**config.mk**
```make
export PLATFORM = sky130hd
export DESIGN_NAME = reg_req_issuer
export DESIGN_NICKNAME = d
export VERILOG_FILES = /design/src/rtl/reg_req_issuer.sv
export SDC_FILE = /design/constraint.sdc
export NUM_CORES = 1
export LEC_CHECK = 0
export CAP_MARGIN = 20
export CORE_UTILIZATION = 40
export DETAILED_ROUTE_END_ITERATION = 7
export GPL_ROUTABILITY_DRIVEN = 0
export HOLD_SLACK_MARGIN = 0.03
export PLACE_DENSITY = 0.84
export SYNTH_ARGS = -nofsm -noshare
export SYNTH_HDL_FRONTEND = slang
export SYNTH_SLANG_ARGS = --single-unit
```
**constraint.sdc**
```tcl
create_clock -name clk -period 3.6 [get_ports clk]
set_clock_uncertainty 0.05 [all_clocks]
set_input_delay 0.72 -clock clk [delete_from_list [all_inputs] [get_ports clk]]
set_output_delay 0.72 -clock clk [all_outputs]
set_load 0.01 [all_outputs]
```
**src/rtl/reg_req_issuer.sv**
```systemverilog
// rtl/reg_req_issuer.sv - credit-gated register request issuer with in-order ack tracking
module reg_req_issuer #(
  parameter int ADDR_W  = 8,
  parameter int DATA_W  = 32,
  parameter int ERR_W   = 2,
  parameter int CREDITS = 4,
  parameter int TIMEOUT = 255
) (
  input  logic                         clk,
  input  logic                         rst_n,
  input  logic                         cmd_valid,
  output logic                         cmd_ready,
  input  logic                         cmd_wr,
  input  logic [ADDR_W-1:0]            cmd_addr,
  input  logic [DATA_W-1:0]            cmd_wdata,
  output logic                         o_req,
  output logic                         o_wr,
  output logic [ADDR_W-1:0]            o_addr,
  output logic [DATA_W-1:0]            o_wr_data,
  input  logic [DATA_W-1:0]            i_rd_data,
  input  logic                         i_ack,
  input  logic                         i_credit,
  input  logic [ERR_W-1:0]             i_err,
  output logic                         rsp_valid,
  output logic                         rsp_wr,
  output logic [DATA_W-1:0]            rsp_rdata,
  output logic [ERR_W-1:0]             rsp_err,
  input  logic                         i_clr_err,
  output logic                         o_proto_err,
  output logic                         o_timeout,
  output logic [$clog2(CREDITS+1)-1:0] o_outstanding
);

  localparam int CNT_W = $clog2(CREDITS + 1);
  localparam int PTR_W = (CREDITS > 1) ? $clog2(CREDITS) : 1;
  localparam int TMO_W = $clog2(TIMEOUT + 1);
  localparam logic [CNT_W-1:0] CNT_MAX  = CNT_W'(CREDITS);
  localparam logic [CNT_W-1:0] CNT_ONE  = CNT_W'(1);
  localparam logic [PTR_W-1:0] PTR_LAST = PTR_W'(CREDITS - 1);
  localparam logic [PTR_W-1:0] PTR_ONE  = PTR_W'(1);
  localparam logic [TMO_W-1:0] TMO_MAX  = TMO_W'(TIMEOUT);
  localparam logic [TMO_W-1:0] TMO_PRE  = TMO_W'(TIMEOUT - 1);
  localparam logic [TMO_W-1:0] TMO_ONE  = TMO_W'(1);

  logic [CNT_W-1:0]   credit_cnt;
  logic [CREDITS-1:0] tag_mem;
  logic [PTR_W-1:0]   wr_ptr;
  logic [PTR_W-1:0]   rd_ptr;
  logic [TMO_W-1:0]   tmo_cnt;
  logic               accept;
  logic               ack_ok;
  logic               ack_orphan;
  logic               credit_over;
  logic               pop_tag;
  logic               tmo_clear;
  logic               tmo_hit;

  function automatic logic [PTR_W-1:0] ptr_next(input logic [PTR_W-1:0] p);
    return (p == PTR_LAST) ? '0 : p + PTR_ONE;
  endfunction

  assign cmd_ready   = (credit_cnt != '0) && (o_outstanding < CNT_MAX) && !o_timeout;
  assign accept      = cmd_valid && cmd_ready;
  assign ack_ok      = i_ack && (o_outstanding != '0);
  assign ack_orphan  = i_ack && (o_outstanding == '0);
  // A same-cycle accept absorbs the returning credit, so that pair is never an overflow.
  assign credit_over = i_credit && !accept && (credit_cnt == CNT_MAX);
  assign pop_tag     = tag_mem[rd_ptr];
  assign tmo_clear   = (o_outstanding == '0) || i_ack || i_clr_err;
  assign tmo_hit     = !tmo_clear && (tmo_cnt == TMO_PRE);

  always_ff @(posedge clk or negedge rst_n) begin
    if (!rst_n) begin
      o_req     <= 1'b0;
      o_wr      <= 1'b0;
      o_addr    <= '0;
      o_wr_data <= '0;
    end else begin
      o_req <= accept;
      if (accept) begin
        o_wr      <= cmd_wr;
        o_addr    <= cmd_addr;
        o_wr_data <= cmd_wdata;
      end
    end
  end

  always_ff @(posedge clk or negedge rst_n) begin
    if (!rst_n) begin
      credit_cnt <= CNT_MAX;
    end else if (accept && !i_credit) begin
      credit_cnt <= credit_cnt - CNT_ONE;
    end else if (!accept && i_credit && (credit_cnt != CNT_MAX)) begin
      credit_cnt <= credit_cnt + CNT_ONE;
    end
  end

  always_ff @(posedge clk or negedge rst_n) begin
    if (!rst_n) begin
      tag_mem       <= '0;
      wr_ptr        <= '0;
      rd_ptr        <= '0;
      o_outstanding <= '0;
    end else begin
      if (accept) begin
        tag_mem[wr_ptr] <= cmd_wr;
        wr_ptr          <= ptr_next(wr_ptr);
      end
      if (ack_ok) begin
        rd_ptr <= ptr_next(rd_ptr);
      end
      if (accept && !ack_ok) begin
        o_outstanding <= o_outstanding + CNT_ONE;
      end else if (!accept && ack_ok) begin
        o_outstanding <= o_outstanding - CNT_ONE;
      end
    end
  end

  always_ff @(posedge clk or negedge rst_n) begin
    if (!rst_n) begin
      rsp_valid <= 1'b0;
      rsp_wr    <= 1'b0;
      rsp_rdata <= '0;
      rsp_err   <= '0;
    end else begin
      rsp_valid <= ack_ok;
      if (ack_ok) begin
        rsp_wr    <= pop_tag;
        rsp_rdata <= pop_tag ? '0 : i_rd_data;
        rsp_err   <= i_err;
      end
    end
  end

  // The counter saturates so a stalled ack keeps the timeout asserted without wrapping.
  always_ff @(posedge clk or negedge rst_n) begin
    if (!rst_n) begin
      tmo_cnt <= '0;
    end else if (tmo_clear) begin
      tmo_cnt <= '0;
    end else if (tmo_cnt != TMO_MAX) begin
      tmo_cnt <= tmo_cnt + TMO_ONE;
    end
  end

  always_ff @(posedge clk or negedge rst_n) begin
    if (!rst_n) begin
      o_timeout   <= 1'b0;
      o_proto_err <= 1'b0;
    end else begin
      if (i_clr_err) begin
        o_timeout <= 1'b0;
      end else if (tmo_hit) begin
        o_timeout <= 1'b1;
      end
      if (i_clr_err) begin
        o_proto_err <= 1'b0;
      end else if (credit_over || ack_orphan) begin
        o_proto_err <= 1'b1;
      end
    end
  end

endmodule

```
==> summary.txt, run 1 <==
Clock network
  • CTS tree: done
  • Clock latency on the worst-skew pair: roughly 360 ps
  • Number of buffers created by CTS: 9
  • Maximum clock insertion buffer count: 2
  • H-tree level count: 3
  • Post-CTS resize count: 0
  • Cts hold-fix bufs: 0
  • Root buf cell: clkbuf_8
  • Clock sink total: 102
  • Setup repair bufs after CTS: 0
  • Clock-pin slew on the worst setup and hold paths: roughly 90 ps

Critical path
  • Crit path kind: in -> reg
  • Reg2reg setup slack: 1210 ps
  • Crit path max fanout: 4
  • Worst flop-to-flop path startpoint: o_outstanding[2]
  • Worst EP arrival: around 2900 ps
  • Worst reg-to-reg path cell count: 9
  • Reg2reg end: o_outstanding[2]
  • CP Capture Type: register
  • Critical Path Start Type: input port
  • Critical Path RT: roughly 3800 ps

Cells and area
  • Cell area after layout: 6200 sq um
  • Most frequent cells in the layout: nand2_1 (197), clkdlybuf4s50_1 (163), dfrtp_1 (101)
  • Area Overhead vs Synth: 44.8%
  • Antenna Cells: 0
  • Share of layout cells above drive strength 1: 5.57%
  • Most common cell after layout, fill and taps aside: nand2_1
  • Final net count: 696

Routing
  • DRT antenna net count: 0
  • DR pass1 iterations: 4
  • Final wirelength: 10.0 mm
  • Residual DRC count: 0
  • Drt initial violations: 170
  • Avg Vias per Cell: 4.84
  • Detailed-route via count: approximately 3600
  • Drt wl/cell: approximately 13 um

Die
  • Die width: around 110 um
  • Die H: approximately 110 um
  • Site Rows: 37
  • Initial Util: roughly two fifths
  • Total core area: 10400 sq um
  • Die area: 11100 sq um
  • I/O pins: 165

Placement
  • PortBufs: 164
  • DP HPWL: 7.12 mm
  • Worst slack at placement: 501 ps
  • Dpl cell area: 5990 sq um

Yosys
  • Post-synth cell types: 39
  • Yosys reg bits: 102
  • Synth area leaders: dfrtp_1 (59%), nand2_1 (17%), o21ai_0 (4.0%)
  • Mapped Area: 4280 sq um
  • Cell taking the most area after synthesis: dfrtp_1
  • Yosys warns: 0
  • Synth Flop Type: dfrtp_1
  • Syn_nets: 539
  • Synthesized instance count: 448
  • Top cell type's share of synthesized area: 59.0%
  • Post-synth EDFFs: 0
  • Seq/Total Area, Yosys: 59.6%
  • FFs w/ async S/R, synth: 100%
  • Mean Syn Cell Area: around 9.6 sq um

STA
  • Fmax: 370 MHz
  • Setup TNS: 0 ps
  • Slew Viols, Final: 0
  • Setup-failing EPs final: 0
  • Fin crit period: 2700 ps
  • Setup ws final: 900 ps
  • Unrepaired setup endpoints after global routing: false
  • Final period util: about three quarters
  • Worst slew margin relative to its limit: 58.4%
  • Worst Tran Pin Value: 625 ps
  • Final hold vios: 0

Pwr
  • PwrDens: approximately 800 nW/um^2
  • Pint: roughly 3200 uW
  • Max IR drop VDD: 0.000391 V
  • Net Sw Frac: 36.5%
  • Logic pwr share: 46.6%
  • Switching pwr: around 1800 uW
  • Leak: roughly 0.0029 uW
  • Share of power burned in registers: 39.8%
  • PnR Total Power: 4990 uW
  • Clk pwr share: 13.6%

Hold path
  • Min-delay worst type: in -> async

Run
  • Maxcap violations: 0

Global routing
  • Tot GR Track Use: 18.6%
  • Largest net degree at the start of global routing: just under 90
  • First-pass GRT wire length: 16.6 mm
  • Initial antenna violation count: 0
  • Number of global-route vias before repair: 3566
  • Grt ovf: 0

Run status
  • Status: completed
==> layer usage <==
metal | global-route usage (%) | part of all wire, % | vias up
met5 | 0 | 0 | -
met3 | 3.77 | 5.2 | 15
li1 | - | - | 1751
met1 | 23.4 | 43 | 1741
met2 | 32.0 | 50 | 102
met4 | 6.75 | 1.5 | 0
==> synthesized netlist by cell type, types with 2 or more instances <==
library cell,instances
fa_1,2
a31oi_1,2
clkbuf_1,12
mux2i_1,3
a211oi_1,4
dfrtp_1,101
or3_1,3
a21oi_1,6
o21ai_0,34
xnor2_1,4
ha_1,8
mux2_2,5
nand3_1,3
xor2_1,3
o21ai_1,2
nor3_1,8
nand4_1,2
o22ai_1,2
inv_1,9
nor2_1,9
buf_6,6
nand2_1,197
buf_1,4
mux2_1,4
==> metrics by stage <==
step,std cells,hold slack [ps],utilization (%)
after floorplan,448,374,-
after global routing,746,136,59.8
after CTS,745,439,59.6
after detailed placement,729,415,57.8
final,746,147,59.8
after global placement,729,410,57.8
==> how the worst max path moves through the flow <==
stage                         start                to
after global routing      cmd_valid  o_outstanding[2]
after global placement    cmd_valid  o_outstanding[2]
after floorplan           cmd_valid  o_outstanding[2]
after detailed placement  cmd_valid  o_outstanding[2]
after CTS                 cmd_valid  o_outstanding[2]
final                     cmd_valid  o_outstanding[2]
==> flip-flops by register name, indices dropped and copies added, names as in the netlist <==
| signal | cells |
|---|---|
| credit_cnt | 3 |
| o_addr | 8 |
| o_outstanding | 3 |
| o_proto_err | 1 |
| o_req | 1 |
| o_timeout | 1 |
| o_wr | 1 |
| o_wr_data | 32 |
| rd_ptr | 2 |
| rsp_err | 2 |
| rsp_rdata | 32 |
| rsp_valid | 1 |
| rsp_wr | 1 |
| tag_mem | 4 |
| tmo_cnt | 8 |
| wr_ptr | 2 |
==> critical path: stages <==
cell             delay [ps]
clkdlybuf4s50_1         440
or3b_4                  390
or2_2                   330
clkinv_4                 60
ha_1                    170
inv_1                    60
fa_1                    370
xor2_1                  150
nor2_1                  110
xor2_1                  150
==> cells by family (layout without fill, tap and decap cells) <==
family                     Yosys count  count (layout)  share of synthesized area [%]
buffers and inverters               33             195                           4.09
AOI/OAI and AO/OA                   53              53                           6.72
xor gates and xnor gates             7               7                           1.43
DFF                                102             102                           59.6
adders and majority gates           10              10                           3.27
muxes                               12              12                           3.07
and+or+nand+nor                    231             231                           21.8
==> power by group through the flow <==
stage,clock network [uW],registers [uW],logic [uW]
finish,678,1990,2320
detailed placement,0,2010,2350
global route,737,2050,2570
CTS,699,1990,2350
global placement,0,1980,2260
floorplan,0,2170,947
==> cell type report <==
| cell class | count | area (sq um) |
|---|---|---|
| Multi-Input combinational cell | 313 | 1560 |
| Clock inverter | 5 | 32.5 |
| Tap cell | 136 | 170 |
| Inverter | 10 | 42.5 |
| Sequential cell | 102 | 2550 |
| Clock buffer | 11 | 151 |
| Timing Repair Buffer | 169 | 1700 |
| Fill cell | 882 | 4170 |
Note: power is estimated with default switching activity, not from simulation.
==> run 2, diff against run 1 <==
==> constraint.sdc (replaced) <==
create_clock -name clk -period 2.6 [get_ports clk]
set_clock_uncertainty 0.05 [all_clocks]
set_input_delay 0.52 -clock clk [delete_from_list [all_inputs] [get_ports clk]]
set_output_delay 0.52 -clock clk [all_outputs]
set_load 0.01 [all_outputs]
==> run 2 against run 1 <==
  * Cell count grew 0.80%
  * Register-to-register slack got worse by 860 ps
  * Combinational power grew 42%
  * Sequential share of layout area is 0.45 points lower
  * Via count grew 0.78%
  * Global-route usage rose by 0.26 points
  * Clock power is 47% higher
  * Flip-flop and latch count stayed put
  * Critical path depth did not move
==> summary.txt, run 2 (synthesis gave the netlist of run 1 again) <==
Critical path
  • Crit path max fanout: 3
  • Critical Path RT: 2850 ps
  • Reg2reg setup slack: 350 ps
  • Critical Path Start Type: input port
  • Worst flop-to-flop path startpoint: o_outstanding[2]
  • Worst reg-to-reg path cell count: 9
  • Top cell by count, worst path: xor2_1
  • Crit path cell chain: clkdlybuf4s50_1 -> or3b_4 -> or2_2 -> clkinv_4 -> ha_4 -> inv_1 -> fa_2 -> xor2_1 -> nor2_1 -> xor2_1
  • Slowest cell on crit path: clkdlybuf4s50_1
  • Worst EP arrival: between 2000 and 3000 ps
  • Crit-path max cell delay: 440 ps
  • Reg2reg end: o_outstanding[2]
  • Crit path kind: in -> reg
  • CP Capture Type: register

Routing
  • DR pass1 iterations: 4
  • DR top layer: met4
  • Residual DRC count: 0
  • Met1 WL: 4.37 mm
  • Drt initial violations: 182
  • Met2 routed WL: a little over 5 mm
  • Avg Vias per Cell: ~4.8
  • Total met3 wirelength after detailed routing: around 530 um
  • Drt wl/cell: roughly 14 um
  • Detailed-route via count: between 3000 and 4000
  • Final wirelength: 10.2 mm
  • DRT antenna net count: 0

Pwr
  • Leak: 0.00288 uW
  • PnR Total Power: 7030 uW
  • PwrDens: 1120 nW/um^2
  • Max IR drop VDD: 0.000602 V

Run status
  • Status: completed

Cells and area
  • Antenna Cells: 0
  • Final core occ: 60.5%
  • Register area: 2550 sq um
  • Share of layout cells above drive strength 1: 6.49%
  • Filler instances: 870
  • Multi-input logic area: about 1600 sq um
  • Most common cell after layout, fill and taps aside: nand2_1
  • Area Overhead vs Synth: 46.4%
  • Most frequent cells in the layout: nand2_1 (197), clkdlybuf4s50_1 (163), dfrtp_1 (101)
  • Largest regs: o_wr_data (32), rsp_rdata (32)
  • Final net count: between 700 and 800
  • Cell area after layout: 6270 sq um

STA
  • Slew Viols, Final: 0
  • Setup TNS: 0 ps
  • Fmax: a little over 400 MHz
  • Final hold vios: 0
  • Final period util: a little over 90%
  • Setup-failing EPs final: 0
  • Unrepaired setup endpoints after global routing: false
  • Fin crit period: 2410 ps
  • Worst slew margin relative to its limit: a little under 60%
  • Worst Tran Pin Value: 628 ps

Die
  • Initial Util: 41.3%
  • Site Rows: 37
  • Die H: 105 um
  • Die area: between 10000 and 15000 sq um
  • I/O pins: ~170
  • Total core area: 10400 sq um
  • Die width: roughly 110 um

Clock network
  • Clock-pin slew on the worst setup and hold paths: 110 ps
  • Setup repair bufs after CTS: 0
  • CTS tree: done
  • H-tree level count: 3
  • Cts hold-fix bufs: 0
  • Maximum clock insertion buffer count: 2
  • Clock latency on the worst-skew pair: 360 ps
  • Root buf cell: clkbuf_8
  • Number of buffers created by CTS: 9
  • Post-CTS resize count: 0
  • Clock sink total: 102

Hold path
  • Min-delay worst type: in -> async

Placement
  • DP HPWL: 7.45 mm
  • Dpl cell area: ~6000 sq um
  • PortBufs: 164

Global routing
  • Grt ovf: 0
  • Largest net degree at the start of global routing: 56
  • Number of global-route vias before repair: 3513
  • First-pass GRT wire length: between 15 and 20 mm
  • Tot GR Track Use: 18.9%
  • Initial antenna violation count: 0

Run
  • Maxcap violations: 0
-- run 2: worst max path at each step --
stage | cells past startpoint | endpoint | slack [ps] | start
finish | 10 | o_outstanding[2] | 190 | cmd_valid
global route | 10 | o_outstanding[2] | 120 | cmd_valid
CTS | 10 | o_outstanding[2] | 200 | cmd_valid
detailed placement | 10 | o_outstanding[2] | -190 | cmd_valid
global placement | 10 | o_outstanding[2] | -150 | cmd_valid
floorplan | 12 | o_outstanding[2] | 30 | cmd_valid
-- run 2: cell type report --
| class | instances | area share, % |
|---|---|---|
| clock inverters | 4 | 0.878 |
| repair buffers | 175 | 27.6 |
| inverters | 10 | 0.678 |
| clock buffers | 12 | 2.31 |
| multi-input cells | 313 | 25.1 |
| flip-flops and latches | 102 | 40.7 |
| well taps | 136 | 2.71 |
-- run 2: per-layer routing --
layer | track usage, % | up-vias
met1 | 23.6 | 1745
met4 | 6.05 | 0
li1 | - | 1768
met2 | 32.8 | 106
met5 | 0 | -
met3 | 3.96 | 18
-- run 2: report_power, final --
part | total [uW] | internal (uW) | switching [uW]
Combinational | 3300 | 1730 | 1570
Sequential | 2720 | 2300 | 425
Clock | 1000 | 478 | 527
-- run 2: worst max-delay path, delay by kind of cell --
kind | cells | cell delay, ps
adders and majority gates | 2 | 460
xor gates and xnor gates | 2 | 310
and+or+nand+nor | 3 | 820
buffers and inverters | 3 | 560
-- run 2: through the flow --
stage               setup WS [ps]  hold slack [ps]  cells
finish                        191              119    752
global route                  117              148    752
CTS                           202              126    752
detailed placement           -189              412    736
global placement             -152              406    736
floorplan                    26.7              174    448
==> run 3, diff against run 2 <==
--- a/config.mk
+++ b/config.mk
@@ -10,7 +10,8 @@
 export DETAILED_ROUTE_END_ITERATION = 7
 export GPL_ROUTABILITY_DRIVEN = 0
 export HOLD_SLACK_MARGIN = 0.03
-export PLACE_DENSITY = 0.84
+export PLACE_DENSITY_LB_ADDON = 0.08
+export RECOVER_POWER = 25
 export SYNTH_ARGS = -nofsm -noshare
 export SYNTH_HDL_FRONTEND = slang
 export SYNTH_SLANG_ARGS = --single-unit
==> run 3 against run 2 <==
  * Via count decreased by 2.3%
  * Count of clock-buffer cells in the layout decreased by 3
  * Clock power increased by 13%
  * Critical path type unchanged
  * Cell area increased by 0.36%
  * Cell count unchanged
  * Sequential power about the same
  * Power increased by 1.4%
  * Die area unchanged
  * Sequential share of layout area decreased by 0.15 points
==> summary.txt, run 3 (synthesis gave the netlist of run 1 again) <==
Critical path
  • Critical Path Start Type: input port
  • CP Capture Type: register
  • CP Capture Point: o_outstanding[2]
  • Worst EP arrival: 2660 ps
  • Worst flop-to-flop path startpoint: o_timeout
  • Crit path cell chain: clkdlybuf4s50_1 -> or3b_4 -> or2_2 -> clkinv_4 -> ha_4 -> inv_1 -> fa_2 -> xor2_1 -> nor2_1 -> xor2_1
  • Reg2reg setup slack: 340 ps
  • Crit-path max cell delay: 450 ps
  • Slowest cell on crit path: clkdlybuf4s50_1
  • Worst reg-to-reg path cell count: 9
  • Crit path kind: in -> reg
  • Top cell by count, worst path: xor2_1
  • Critical path origin: cmd_valid
  • Critical Path RT: 2830 ps
  • Crit path max fanout: 3
  • Reg2reg end: o_outstanding[2]

Die
  • Die H: between 100 and 150 um
  • Site Rows: 37
  • I/O pins: 165
  • Die width: about 110 um
  • Die area: 11100 sq um
  • Total core area: between 10000 and 15000 sq um
  • Initial Util: 41.3%

Clock network
  • Cts hold-fix bufs: 0
  • Clock latency on the worst-skew pair: approximately 360 ps
  • Maximum clock insertion buffer count: 2
  • H-tree level count: 3
  • Clock-pin slew on the worst setup and hold paths: roughly 100 ps
  • Clock sink total: roughly 100
  • Number of buffers created by CTS: 9
  • Setup repair bufs after CTS: 0
  • Post-CTS resize count: 0
  • Root buf cell: clkbuf_8
  • CTS tree: done

Pwr
  • Max IR drop VDD: 0.000643 V
  • PwrDens: ~1100 nW/um^2
  • Leak: between 0.002 and 0.003 uW

Global routing
  • Grt ovf: 0
  • Tot GR Track Use: about a fifth
  • Largest net degree at the start of global routing: 73
  • Initial antenna violation count: 0
  • Number of global-route vias before repair: ~3400
  • First-pass GRT wire length: 16.6 mm

Hold path
  • Min-delay worst type: in -> async

Cells and area
  • Share of layout cells above drive strength 1: 6.66%
  • Most frequent cells in the layout: nand2_1 (197), clkdlybuf4s50_1 (163), dfrtp_1 (101)
  • Area Overhead vs Synth: 47.0%
  • Filler instances: 906
  • Final net count: 702
  • Antenna Cells: 0
  • Multi-input logic area: 1570 sq um
  • Register area: 2550 sq um
  • Most common cell after layout, fill and taps aside: nand2_1
  • Largest regs: o_wr_data (32), rsp_rdata (32)
  • Finished Layout Cells: 752

Placement
  • Dpl cells: 736
  • PortBufs: 164
  • DP HPWL: 7.16 mm
  • Worst slack at placement: -230 ps

Routing
  • Drt initial violations: ~120
  • Drt wl/cell: 13.6 um
  • Detailed-route via count: approximately 3600
  • DR pass1 iterations: 6
  • Avg Vias per Cell: 4.72
  • DRT antenna net count: 0
  • Final wirelength: approximately 10 mm
  • Residual DRC count: 0

STA
  • Setup TNS: 0 ps
  • Setup ws final: 170 ps
  • Slew Viols, Final: 0
  • Fmax: 412 MHz
  • Final hold vios: 0
  • Final period util: between 90 and 100%
  • Setup-failing EPs final: 0
  • Unrepaired setup endpoints after global routing: false
  • Fin crit period: around 2400 ps
  • Worst slew margin relative to its limit: 11.4%
  • Worst Tran Pin Value: 1330 ps

Run status
  • Status: completed

Run
  • Maxcap violations: 0
==> run 3: changes by cell type in the layout (fill, tap and decap cells not counted), sizes merged <==
cell	previous run	this run
buf	12	10
inv	10	12
bufinv	1	2
clkbuf	12	11
==> run 3: layout make-up <==
type,instances,area share [%]
Multi-Input combinational cell,313,25.0
Tap cell,136,2.70
Sequential cell,102,40.6
Clock buffer,9,1.97
Timing Repair Buffer,175,27.4
Inverter,10,0.676
Clock inverter,7,1.67
==> run 3: worst max-delay path, delay by kind of cell <==
kind,cells,cell delay (ps)
and+or+nand+nor,3,840
buffers and inverters,3,560
adders and majority gates,2,450
xor gates and xnor gates,2,290
==> run 3: worst min-delay path by stage <==
stage	start	endpoint	slack (ps)	depth (start not counted)
2_1_floorplan	rst_n	credit_cnt[0]	170	0
3_3_place_gp	o_wr_data[5]	o_wr_data[5]	410	2
3_5_place_dp	o_addr[4]	o_addr[4]	410	2
4_1_cts	rst_n	rsp_rdata[10]	150	1
5_1_grt	rsp_rdata[11]	rsp_rdata[11]	460	2
6_report	rst_n	rsp_rdata[10]	380	1
==> run 3: report_power, final <==
| part | switching (uW) | internal [uW] |
|---|---|---|
| logic | 1570 | 1730 |
| registers | 401 | 2290 |
| clock network | 576 | 558 |
==> run 3: per-stage QoR <==
stage / instance area [sq um] / power, uW / hold WS (ps) / util (%)
3_5_place_dp: 6070 / 6080 / 413 / 58.6
4_1_cts: 6300 / 7240 / 149 / 60.8
6_report: 6300 / 7130 / 382 / 60.7
2_1_floorplan: 4300 / 4330 / 174 / -
5_1_grt: 6300 / 7670 / 459 / 60.7
3_3_place_gp: 6070 / 5980 / 406 / 58.6
==> run 3: per-layer routing <==
layer	share of wire, %	vias up	routed length [um]	track usage (%)
met4	1.4	0	145	7.44
met5	0	-	0	0
met1	45	1692	4610	25.3
met3	5.1	9	516	3.59
li1	-	1764	-	-
met2	48	88	4930	30.3
